==> config.mk <==
export PLATFORM = sky130hd
export DESIGN_NAME = sdram_burst_arbiter
export DESIGN_NICKNAME = d
export VERILOG_FILES = /design/src/rtl/sdram_arb_pkg.sv /design/src/rtl/sdram_burst_arbiter_rr_picker.sv /design/src/rtl/sdram_burst_arbiter.sv
export SDC_FILE = /design/constraint.sdc
export NUM_CORES = 1
export LEC_CHECK = 0
export CAP_MARGIN = 30
export CORE_MARGIN = 2
export CORE_UTILIZATION = 37
export DETAILED_ROUTE_END_ITERATION = 8
export MAX_ROUTING_LAYER = met4
export PLACE_DENSITY_LB_ADDON = 0.05
export SETUP_SLACK_MARGIN = 0.3
export SYNTH_ARGS = -nofsm -noshare
export SYNTH_HDL_FRONTEND = slang
export SYNTH_HIERARCHICAL = 1
export SYNTH_SLANG_ARGS = --single-unit
==> constraint.sdc <==
create_clock -name clk -period 3.81 [get_ports clk]
set_clock_uncertainty 0.05 [all_clocks]
set_input_delay 0.5715 -clock clk [delete_from_list [all_inputs] [get_ports clk]]
set_output_delay 0.5715 -clock clk [all_outputs]
set_load 0.02 [all_outputs]
==> src/rtl/sdram_arb_pkg.sv <==
// sdram burst arbiter: shared widths, burst limit and FSM state type.
package sdram_arb_pkg;
  localparam int MAX_BURST = 256;
  localparam int SDRAM_AW = 23;
  localparam int SDRAM_DW = 16;
  localparam int SDRAM_LW = $clog2(MAX_BURST) + 1;

  typedef enum logic [2:0] {
    WAIT_INIT,
    ARB,
    CMD,
    BURST,
    DONE
  } arb_state_t;
endpackage

==> src/rtl/sdram_burst_arbiter_rr_picker.sv <==
// Combinational winner pick: optional client-0 priority, else round-robin
// starting at ptr.
module rr_picker
  import sdram_arb_pkg::*;
#(
  parameter int N = 3,
  parameter int IW = $clog2(N)
) (
  input  logic [N-1:0]  req,
  input  logic [IW-1:0] ptr,
  input  logic          prio0,
  output logic [N-1:0]  grant,
  output logic [IW-1:0] idx,
  output logic          valid
);
  localparam int IW1 = IW + 1;
  localparam logic [IW:0] NN = IW1'(N);

  logic [IW:0] c;

  always_comb begin
    grant = '0;
    idx   = '0;
    valid = 1'b0;
    c     = '0;
    if (prio0 && req[0]) begin
      grant[0] = 1'b1;
      valid    = 1'b1;
    end else begin
      for (int i = 0; i < N; i++) begin
        c = {1'b0, ptr} + IW1'(i);
        if (c >= NN) c = c - NN;
        if (!valid && req[c[IW-1:0]]) begin
          grant[c[IW-1:0]] = 1'b1;
          idx              = c[IW-1:0];
          valid            = 1'b1;
        end
      end
    end
  end
endmodule

==> src/rtl/sdram_burst_arbiter.sv <==
// Shares the sdram_top burst port between NUM_CLIENTS requesters,
// one burst at a time.
module sdram_burst_arbiter
  import sdram_arb_pkg::*;
#(
  parameter int NUM_CLIENTS = 3,
  parameter bit PRIO0 = 1'b1,
  parameter int AW = SDRAM_AW,
  parameter int DW = SDRAM_DW,
  parameter int LW = SDRAM_LW
) (
  input  logic                     clk,
  input  logic                     reset,
  input  logic                     init_done,
  input  logic [NUM_CLIENTS-1:0]    cl_req,
  input  logic [NUM_CLIENTS-1:0]    cl_we,
  input  logic [NUM_CLIENTS*AW-1:0] cl_addr,
  input  logic [NUM_CLIENTS*LW-1:0] cl_len,
  input  logic [NUM_CLIENTS*DW-1:0] cl_wdata,
  output logic [NUM_CLIENTS-1:0]    cl_grant,
  output logic [NUM_CLIENTS-1:0]    cl_ack,
  output logic [NUM_CLIENTS-1:0]    cl_done,
  output logic [DW-1:0]             cl_rdata,
  output logic                      err,
  output logic                      sdram_wr_req,
  output logic                      sdram_rd_req,
  input  logic                      sdram_wr_ack,
  input  logic                      sdram_rd_ack,
  output logic [AW-1:0]             sys_wraddr,
  output logic [AW-1:0]             sys_rdaddr,
  output logic [LW-1:0]             sdwr_byte,
  output logic [LW-1:0]             sdrd_byte,
  output logic [DW-1:0]             sys_data_in,
  input  logic [DW-1:0]             sys_data_out
);
  localparam int N = NUM_CLIENTS;
  localparam int IW = $clog2(N);
  localparam logic [IW-1:0] LAST = IW'(N - 1);
  localparam logic [LW-1:0] LEN1 = LW'(1);
  localparam logic [LW:0] BEAT1 = (LW + 1)'(1);

  arb_state_t state, state_nx;

  logic [AW-1:0] addr_a [N];
  logic [LW-1:0] len_a [N];
  logic [DW-1:0] wdata_a [N];

  logic [N-1:0]  pick_oh, owner_oh;
  logic [IW-1:0] pick_idx, owner, rr_ptr;
  logic          pick_valid;
  logic          we_q;
  logic [AW-1:0] addr_q;
  logic [LW-1:0] len_q;
  logic [LW:0]   beat, beat_p1;
  logic          busy, ack_hit, ack_bad;

  for (genvar g = 0; g < N; g++) begin : g_unpack
    assign addr_a[g]  = cl_addr[g*AW +: AW];
    assign len_a[g]   = cl_len[g*LW +: LW];
    assign wdata_a[g] = cl_wdata[g*DW +: DW];
  end

  rr_picker #(
    .N  (N),
    .IW (IW)
  ) u_pick (
    .req   (cl_req),
    .ptr   (rr_ptr),
    .prio0 (PRIO0),
    .grant (pick_oh),
    .idx   (pick_idx),
    .valid (pick_valid)
  );

  assign busy    = (state == CMD) || (state == BURST);
  assign ack_hit = busy && (we_q ? sdram_wr_ack : sdram_rd_ack);
  // Wrong-type acks mid-burst and any ack while idle are both protocol faults.
  assign ack_bad = busy ? (we_q ? sdram_rd_ack : sdram_wr_ack)
                        : (sdram_wr_ack || sdram_rd_ack);
  assign beat_p1 = beat + 1'b1;

  always_comb begin
    state_nx = state;
    unique case (state)
      WAIT_INIT: if (init_done) state_nx = ARB;
      ARB: begin
        if (pick_valid)
          state_nx = (len_a[pick_idx] == '0) ? DONE : CMD;
      end
      CMD: begin
        if (ack_hit)
          state_nx = (len_q == LEN1) ? DONE : BURST;
      end
      BURST: begin
        if (ack_hit && beat_p1 == {1'b0, len_q})
          state_nx = DONE;
      end
      DONE: state_nx = ARB;
      default: state_nx = WAIT_INIT;
    endcase
  end

  always_ff @(posedge clk) begin
    if (reset) begin
      state    <= WAIT_INIT;
      owner    <= '0;
      owner_oh <= '0;
      we_q     <= 1'b0;
      addr_q   <= '0;
      len_q    <= '0;
      beat     <= '0;
      rr_ptr   <= '0;
      err      <= 1'b0;
    end else begin
      state <= state_nx;
      if (state == ARB && pick_valid) begin
        owner    <= pick_idx;
        owner_oh <= pick_oh;
        we_q     <= cl_we[pick_idx];
        addr_q   <= addr_a[pick_idx];
        len_q    <= len_a[pick_idx];
        beat     <= '0;
      end
      if (ack_hit)
        beat <= (state == CMD) ? BEAT1 : beat_p1;
      if (state == DONE)
        rr_ptr <= (owner == LAST) ? '0 : owner + 1'b1;
      if (ack_bad)
        err <= 1'b1;
    end
  end

  assign cl_grant     = (busy || state == DONE) ? owner_oh : '0;
  assign cl_done      = (state == DONE) ? owner_oh : '0;
  assign cl_ack       = ack_hit ? owner_oh : '0;
  assign cl_rdata     = sys_data_out;
  assign sdram_wr_req = (state == CMD) && we_q;
  assign sdram_rd_req = (state == CMD) && !we_q;
  assign sys_wraddr   = addr_q;
  assign sys_rdaddr   = addr_q;
  assign sdwr_byte    = len_q;
  assign sdrd_byte    = len_q;
  assign sys_data_in  = wdata_a[owner];
endmodule

==> results of run 1 <==
[path summary, 6_finish.rpt]
path,slack [ps],to,startpoint
worst min register to register,430,err,err
worst max register to register,600,state[2],rr_ptr[0]
worst max-delay path,600,state[2],rr_ptr[0]
worst min-delay path,430,err,err
[logic make-up after synthesis]
group                      synth area share (%)
and+or+nand+nor                            25.2
muxes                                      13.4
buffers and inverters                      14.2
other                                    0.0884
adders and majority gates                  1.47
xor gates and xnor gates                   2.48
AOI/OAI and AO/OA                          17.6
DFF                                        25.5
[placed cells by master (no fill, tap or decap), types with 2 or more instances in the layout]
cell / count
nand4b_1: 3
inv_1: 7
nor3_1: 25
dfxtp_1: 54
o31ai_1: 2
o2111ai_1: 2
nand3_1: 8
nor2b_1: 5
buf_4: 13
a311oi_1: 2
o21ai_0: 27
and3_4: 2
clkdlybuf4s50_1: 245
nor2_1: 97
a31oi_1: 2
clkbuf_16: 5
nor4_1: 3
a21oi_1: 26
a211oi_1: 35
a31o_1: 2
nand2_1: 44
a32oi_1: 2
nand2b_1: 6
nand4_1: 3
and3_1: 2
ha_1: 5
nor3b_1: 4
xnor2_1: 7
and2_1: 7
nand3b_1: 4
conb_1: 3
xor2_1: 5
mux2i_1: 57
[worst max-delay path, cell delays in order, from the launching register on]
cell       delay (ps)
dfxtp_1           400
inv_1              90
ha_1              480
or2b_2            340
a2111oi_2         430
a31o_1            280
buf_4             210
nor2_1             60
a21oi_1           160
nand4_1           150
o41ai_1           310
and3_1            180
[per-layer routing]
metal  GRT usage, %  wire length (um)  vias up
li1               -                 -     2283
met1           28.4              6100     2146
met2           43.2              7830      172
met3           5.14              1110       23
met4           6.09               216        0
met5              -                 0        -
[final cells by class]
type | count | area share [%]
clock buffer | 6 | 2.11
clock inverter | 2 | 0.247
inverter | 7 | 0.400
multi-input combinational | 416 | 39.2
sequential | 54 | 16.4
tap | 143 | 2.72
timing repair buffer | 259 | 38.9
[where the power goes]
part | total [mW] | switching, mW | leakage [nW] | internal (mW)
registers | 0.950 | 0.229 | 0.442 | 0.721
logic | 1.89 | 0.985 | 1.73 | 0.903
clock network | 0.485 | 0.220 | 0.0735 | 0.265
[sequential cells by signal, summed over array words and instances, names as in the netlist]
signal	count
beat	10
we_q	1
err	1
owner	2
state	3
owner_oh	3
rr_ptr	2
sys_rdaddr	23
sdrd_byte	9
==> results.py, run 1 <==
metrics = {
    "outcome": {
        "status": "complete, no violations",
    },
    "hold_path": {
        "hold_depth": 2,
        "hold_path_class": "flip-flop to flip-flop",
    },
    "logic_synthesis": {
        "ys.flop_type": "dfxtp_1",
        "synth_area_leader_cell": "dfxtp_1",
        "syn_inst": 566,
        "synth.distinct_cells": 58,
        "synth-seq-cells": 54,
        "syn-cell-area_mm2": 0.00424,
        "yosysMostFrequentCell": "nor2_1",
        "avgSynthCellArea_um2": 7.50,
        "synth.area.top_cells": "dfxtp_1 (25%), mux2i_1 (13%), buf_4 (9.0%)",
        "async_reset_ff_share_pct": 0,
        "ys_warn_count": 6,
        "synthTopCellsByCount": "nor2_1 (98), mux2i_1 (57), dfxtp_1 (54)",
        "synth_edf_count": 0,
        "synth-seq-area-share_pct": 25.5,
        "synth_top_area_share_pct": 25.5,
    },
    "place": {
        "placed_cell_area_mm2": 0.00642,
        "dp_hpwl_mm": 12.3,
        "gp_congestion": 0.876,
        "portBuffers": 246,
        "dp.cells": 879,
        "pre_cts_ws_ps": 448,
    },
    "clocking": {
        "cts_tree": "done",
        "clk_pin_slew_ps": 70,
        "cts_root_buffer": "clkbuf_16",
        "cts_resized": 0,
        "cts_sinks": 54,
        "cts.hold.buffers_added": 0,
        "cts_setup_buffers": 0,
        "htree_levels": 2,
        "clock_latency_ps": 290,
        "clk_path_buf_depth": 2,
        "numCtsBuffers": 5,
    },
    "setup_path": {
        "cp-start-kind": "flip-flop",
        "rr_worst_depth": 11,
        "criticalPathCategory": "flip-flop to flip-flop",
        "arrival_ps": 3400,
        "end_kind": "flip-flop",
        "path_max_fanout": 11,
        "critPathRequiredTime_ps": 4000,
    },
    "timing": {
        "maxSlewViolCount": 0,
        "fin_crit_sh_pct": 84.3,
        "final.min_clock_period_ps": 3210,
        "worstMarginPinSlew_ps": 779,
        "hold_viol_final": 0,
        "setup_viol": 0,
        "rsz0062_at_grt": "no",
        "layout_setup_ws_ps": 598,
        "setup_tns_ps": 0,
        "slew_headroom_pct": 47.9,
        "worst_hold_slack_ps": 432,
        "clock.fmax_ghz": 0.311,
    },
    "floorplan": {
        "die_w_um": 111,
        "num_io_pins": 279,
        "dieArea_mm2": 0.0123,
        "die_y_um": 111,
        "num_rows": 39,
        "start_util_pct": 37.5,
        "core_mm2": 0.0113,
    },
    "grt": {
        "grt_pass1_vias": 4495,
        "grt_max_degree": 47,
        "overflow": 0,
        "antenna_found_initial": 0,
        "grt_use_total_pct": 24.4,
        "grt_pass1_wl_mm": 23.4,
    },
    "routing": {
        "drt-total-wl_mm": 15.3,
        "ant_nets": 0,
        "routedWlPerCell_um": 17.2,
        "drt-initial-drc-count": 210,
        "first_pass_iters": 5,
        "via_per_inst": 5.21,
        "vias": 4624,
        "drcViolationCount": 0,
    },
    "finish": {
        "multi_input_area_mm2": 0.00258,
        "antenna_cells": 0,
        "postLayoutCoreUtil_pct": 58.1,
        "final-seq-area_mm2": 0.00108,
        "fin_cells": 887,
        "design_area_mm2": 0.00658,
        "area_delta_synth_final_pct": 55.0,
        "final_nets": 919,
        "drive_gt1_share_pct": 5.11,
        "nFillCells": 1086,
    },
    "pwr": {
        "p_total_mw": 3.32,
        "p_leak_nw": 2.25,
        "irDropWorstVdd_uv": 404,
        "p_per_area_mw_per_mm2": 505,
    },
    "job": {
        "maxCapViolations": 0,
    },
}
No activity file was read; power rests on OpenSTA's default activity.
==> run 2, diff against run 1 <==
--- a/config.mk
+++ b/config.mk
@@ -7,7 +7,7 @@
 export LEC_CHECK = 0
 export CAP_MARGIN = 30
 export CORE_MARGIN = 2
-export CORE_UTILIZATION = 37
+export CORE_UTILIZATION = 33
 export DETAILED_ROUTE_END_ITERATION = 8
 export MAX_ROUTING_LAYER = met4
 export PLACE_DENSITY_LB_ADDON = 0.05
==> constraint.sdc (replaced) <==
create_clock -name clk -period 2.9 [get_ports clk]
set_clock_uncertainty 0.05 [all_clocks]
set_input_delay 0.435 -clock clk [delete_from_list [all_inputs] [get_ports clk]]
set_output_delay 0.435 -clock clk [all_outputs]
set_load 0.02 [all_outputs]
==> results.py, run 2 (synthesis results as in run 1) <==
metrics = {
    "grt": {
        "grt_pass1_vias": 4784,
        "grt_max_degree": 31,
        "antenna_found_initial": 0,
        "overflow": 0,
        "grt_use_total_pct": 23.8,
        "grt_pass1_wl_mm": 25.6,
    },
    "clocking": {
        "clk_path_buf_depth": 2,
        "cts.hold.buffers_added": 0,
        "htree_levels": 2,
        "clock_latency_ps": 300,
        "cts_root_buffer": "clkbuf_16",
        "cts_sinks": 54,
        "clk_pin_slew_ps": 80,
        "cts_tree": "done",
        "numCtsBuffers": 5,
    },
    "routing": {
        "drcViolationCount": 0,
        "vias": 4788,
        "drt-initial-drc-count": 275,
        "drt-total-wl_mm": 16.5,
        "first_pass_iters": 4,
        "via_per_inst": 5.05,
        "routedWlPerCell_um": 17.4,
        "ant_nets": 0,
    },
    "setup_path": {
        "startpoint": "rr_ptr[1]",
        "cp-start-kind": "flip-flop",
        "criticalPathCategory": "flip-flop to flip-flop",
        "arrival_ps": 2920,
        "path_max_fanout": 5,
        "critPathRequiredTime_ps": 3100,
        "worstReg2RegStart": "rr_ptr[1]",
        "end_kind": "flip-flop",
    },
    "finish": {
        "drive_gt1_share_pct": 13.5,
        "area_delta_synth_final_pct": 69.3,
        "final_nets": 952,
        "design_area_mm2": 0.00718,
        "largest_reg_flops": 23,
        "antenna_cells": 0,
        "nFillCells": 1152,
        "layout_commonest_cell": "clkdlybuf4s50_1",
        "postLayoutCoreUtil_pct": 57.2,
        "mostFrequentLayoutCells": "clkdlybuf4s50_1 (241), nor2_1 (95), mux2i_1 (54)",
    },
    "timing": {
        "worst_hold_slack_ps": 431,
        "rsz0062_at_grt": "yes",
        "maxSlewViolCount": 0,
        "hold_viol_final": 0,
        "setup_viol": 0,
        "fin_crit_sh_pct": 93.7,
        "final.min_clock_period_ps": 2720,
        "clock.fmax_ghz": 0.368,
    },
    "pwr": {
        "irDropWorstVdd_uv": 366,
        "p_total_mw": 4.64,
        "p_leak_nw": 2.55,
        "p_per_area_mw_per_mm2": 646,
    },
    "floorplan": {
        "start_util_pct": 33.8,
        "num_io_pins": 279,
        "dieArea_mm2": 0.0138,
        "core_mm2": 0.0126,
        "die_y_um": 117,
        "num_rows": 41,
        "die_w_um": 117,
    },
    "outcome": {
        "status": "complete, no violations",
    },
    "place": {
        "gp_congestion": 0.835,
        "portBuffers": 246,
        "dp_hpwl_mm": 12.9,
        "placed_cell_area_mm2": 0.00667,
    },
    "job": {
        "maxCapViolations": 0,
    },
    "hold_path": {
        "hold_path_class": "flip-flop to flip-flop",
        "hp-start": "err",
    },
}
[run 2: cell count changes in the layout (fill, tap and decap cells not counted), moves of 4 or more]
cell | before | now
buf_4 | 13 | 34
a21oi_2 | 0 | 9
buf_12 | 0 | 5
a21oi_1 | 26 | 17
clkdlybuf4s50_1 | 245 | 241
[run 2: power breakdown]
| group | internal (mW) | switching, mW |
|---|---|---|
| clock network | 0.414 | 0.304 |
| registers | 0.945 | 0.295 |
| logic | 1.30 | 1.38 |
[run 2: final cells by class]
type                       instances  area, um^2  share of cell area (%)
timing repair buffer             292        2940                    40.9
tap                              172         215                    3.00
inverter                           7        28.8                   0.401
multi-input combinational        416        2740                    38.2
clock inverter                     3        48.8                   0.679
clock buffer                       5         125                    1.74
sequential                        54        1090                    15.2
[run 2: critical path, stage by stage (launching register included)]
cell       delay [ps]
dfxtp_4           380
inv_4              70
ha_4              160
mux2i_2           230
nor2_1             80
o31a_1            310
nor2_4            140
buf_4             150
buf_16            120
nor2b_4            50
clkbuf_16         150
a21oi_2           180
nand2_1           110
o41ai_2           320
and3_1            180
[run 2: path summary, 6_finish.rpt]
| check | end | slack [ps] | cells after the start |
|---|---|---|---|
| worst max-delay path | state[2] | 180 | 14 |
| worst max register to register | state[2] | 180 | 14 |
| worst min-delay path | err | 430 | 2 |
| worst min register to register | err | 430 | 2 |
[run 2: per-stage QoR]
stage               instances  setup slack [ps]  TNS (ps)
floorplan                 568               265         0
global placement          929             -42.9     -95.2
detailed placement        929              -175      -914
CTS                       945               233         0
global route              949              54.0         0
finish                    949               182         0
[run 2: routing by layer]
metal / wire length, um / share of wire (%) / up-vias / track usage, %
met2: 8770 / 53 / 156 / 43.0
met5: 0 / 0 / - / -
li1: - / - / 2351 / -
met4: 354 / 2.1 / 0 / 5.95
met1: 6530 / 39 / 2257 / 27.1
met3: 877 / 5.3 / 24 / 4.43
[run 2: what timing repair did]
| item | in CTS | in global routing |
|---|---|---|
| gates resized for setup | 28 | 23 |
| endpoints found under the hold margin | 0 | 0 |
| setup buffers | 7 | 3 |
| cloned | 1 | 1 |
| setup endpoints to repair | 37 | 52 |
| pin swaps | 8 | 4 |
==> run 3, diff against run 2 <==
--- a/config.mk
+++ b/config.mk
@@ -5,6 +5,7 @@
 export SDC_FILE = /design/constraint.sdc
 export NUM_CORES = 1
 export LEC_CHECK = 0
+export ABC_CLOCK_PERIOD_IN_PS = 2900
 export CAP_MARGIN = 30
 export CORE_MARGIN = 2
 export CORE_UTILIZATION = 33
==> results of run 3 <==
The final DEF is identical to that of run 2; final timing and power are the same.
==> patch: new RTL, settings of run 3 <==
Register the output `err` once more, cleared by the reset; this adds one clock of latency there. The other outputs are not delayed to match.
--- a/src/rtl/sdram_burst_arbiter.sv
+++ b/src/rtl/sdram_burst_arbiter.sv
@@ -39,4 +39,6 @@
   localparam logic [LW-1:0] LEN1 = LW'(1);
   localparam logic [LW:0] BEAT1 = (LW + 1)'(1);
+
+  logic err_s0;
 
   arb_state_t state, state_nx;
@@ -111,5 +113,5 @@
       beat     <= '0;
       rr_ptr   <= '0;
-      err      <= 1'b0;
+      err_s0   <= 1'b0;
     end else begin
       state <= state_nx;
@@ -127,5 +129,5 @@
         rr_ptr <= (owner == LAST) ? '0 : owner + 1'b1;
       if (ack_bad)
-        err <= 1'b1;
+        err_s0 <= 1'b1;
     end
   end
@@ -142,4 +144,12 @@
   assign sdrd_byte    = len_q;
   assign sys_data_in  = wdata_a[owner];
+  always_ff @(posedge clk) begin
+    if (reset) begin
+      err <= '0;
+    end else begin
+      err <= err_s0;
+    end
+  end
+
 endmodule
 
Behaviour: not the same (a bounded check fails within 4 cycles, from zero or initial values and one cycle with reset high).
==> patch against run 3 <==
Routed wire length down 4.0%. Global-route usage down 2.1 points. Synthesized area up 0.80%. Cell area up 4.5%. Sequential cell count up 1. Setup slack worse by 0.13 ns. Total power up 9.6%. Largest cell class unchanged.
==> patch: results <==
metrics = {
    "detailed_routing": {
        "totalWireLength_mm": 15.9,
        "drt_first_iter_violations": 190,
        "dr.pass1.iters": 6,
        "highest_layer": "met4",
        "wl_met3_microns": 997,
        "wl_met2_mm": 8.46,
        "routedWlPerCell_microns": 16.6,
        "met1_length_mm": 6.00,
        "via_count": 4779,
    },
    "placed_design": {
        "placed_area_sq_um": 6800,
        "io_buffers": 246,
        "globalplace.congestion": 0.859,
        "post-place-ws_ns": -0.251,
        "dp.cells": 936,
        "dp_hpwl_mm": 12.3,
    },
    "grt": {
        "grt_start_max_net_pins": 36,
        "gr-usage-met1_pct": 23.1,
        "antenna_found_initial": 0,
        "grt.met2_usage_pct": 40.0,
        "grt_first_pass_wirelength_mm": 24.0,
        "met3_usage_pct": 4.84,
        "grt_pass1_vias": 4712,
        "track_usage_pct": 21.7,
    },
    "yosys": {
        "avgSynthCellArea_sq_um": 7.65,
        "ys_types": 57,
        "ys.warnings.count": 6,
        "ys.flop_type": "dfxtp_1",
        "synth_common_cells": "93 x nor2_1, 57 x mux2i_1, 55 x dfxtp_1, 50 x buf_4, 41 x nand2_1",
        "seq_area_frac_synth_pct": 25.7,
        "synth-async-reset-ratio_pct": 0,
        "synth_area_leaders": "dfxtp_1 26%, mux2i_1 13%, buf_4 8.8%, nor2_1 8.2%, a211oi_1 5.1%",
    },
    "final_layout": {
        "fin_nets": 960,
        "largest_reg_flops": 23,
        "fill_cells": 1185,
        "diodes": 0,
        "layout-drive-gt1-share_pct": 18.5,
    },
    "sta": {
        "tns_ns": 0,
        "max-slew-margin-rel_pct": 63.8,
        "hold_viol": 0,
    },
    "pwr": {
        "peakVddDrop_uv": 534,
        "power.leakage_nw": 2.63,
    },
    "clocking": {
        "clockRootBuffer": "clkbuf_16",
        "worstSkewPairLatency_ns": 0.29,
        "htreeDepth": 2,
        "clk_pin_slew_ns": 0.07,
        "numCtsBuffers": 5,
        "cts_buffer_depth": 2,
    },
    "hold_path": {
        "hold_path.class": "flop to flop",
    },
    "critical_path": {
        "crit_fanout": 6,
        "critPathMaxStageDelay_ns": 0.38,
        "cpMaxStageDelayCell": "dfxtp_4",
        "arrival_ns": 2.99,
    },
    "status": {
        "status": "finished, final reports clean",
    },
}
==> patch: cell families (layout without fill, tap and decap cells) <==
group           Yosys count  count (layout)  share of synthesized area, %
compound gates          111             111                          17.4
xor+xnor                 13              13                          2.66
fa+ha+maj                 5               5                          1.46
buf+inv                  98             322                          15.1
flops                    55              55                          25.7
mux                      57              57                          13.3
other cells               1               3                        0.0877
simple gates            219             219                          24.2
==> patch: area by class of cell <==
cell class                 count  area [sq um]  area share, %
multi-input combinational    408          2900           38.6
timing repair buffer         306          3080           41.1
clock inverter                 2          16.3          0.217
sequential                    55          1110           14.8
inverter                       8          35.0          0.467
tap                          172           215           2.87
clock buffer                   6           150           2.00
==> patch: timing repair <==
item | in CTS | in global routing
cloned | 0 | 3
resized for setup | 16 | 75
setup buffers | 3 | 7
setup endpoints to repair | 44 | 48
pin swaps | 3 | 24
==> patch: critical path, delay by kind of cell (launching register included) <==
family,cells,cell delay [ns]
buf+inv,3,0.31
simple gates,3,0.70
fa+ha+maj,1,0.27
flops,1,0.38
compound gates,5,1.03
==> patch: final timing paths <==
check / startpoint / to / slack, ns / depth (start not counted)
worst max-delay path: rr_ptr[0]$_SDFFE_PP0N_ / state[1]$_SDFFE_PP0P_ / 0.06 / 12
worst min-delay path: err_s0$_SDFFE_PP0P_ / err_s0$_SDFFE_PP0P_ / 0.42 / 2
worst max register to register: rr_ptr[0]$_SDFFE_PP0N_ / state[1]$_SDFFE_PP0P_ / 0.06 / 12
worst min register to register: err_s0$_SDFFE_PP0P_ / err_s0$_SDFFE_PP0P_ / 0.42 / 2
==> patch: power by group <==
part / switching (mW) / internal (mW)
Combinational: 1.61 / 1.54
Sequential: 0.293 / 0.974
Clock: 0.294 / 0.377
Total: 2.20 / 2.89
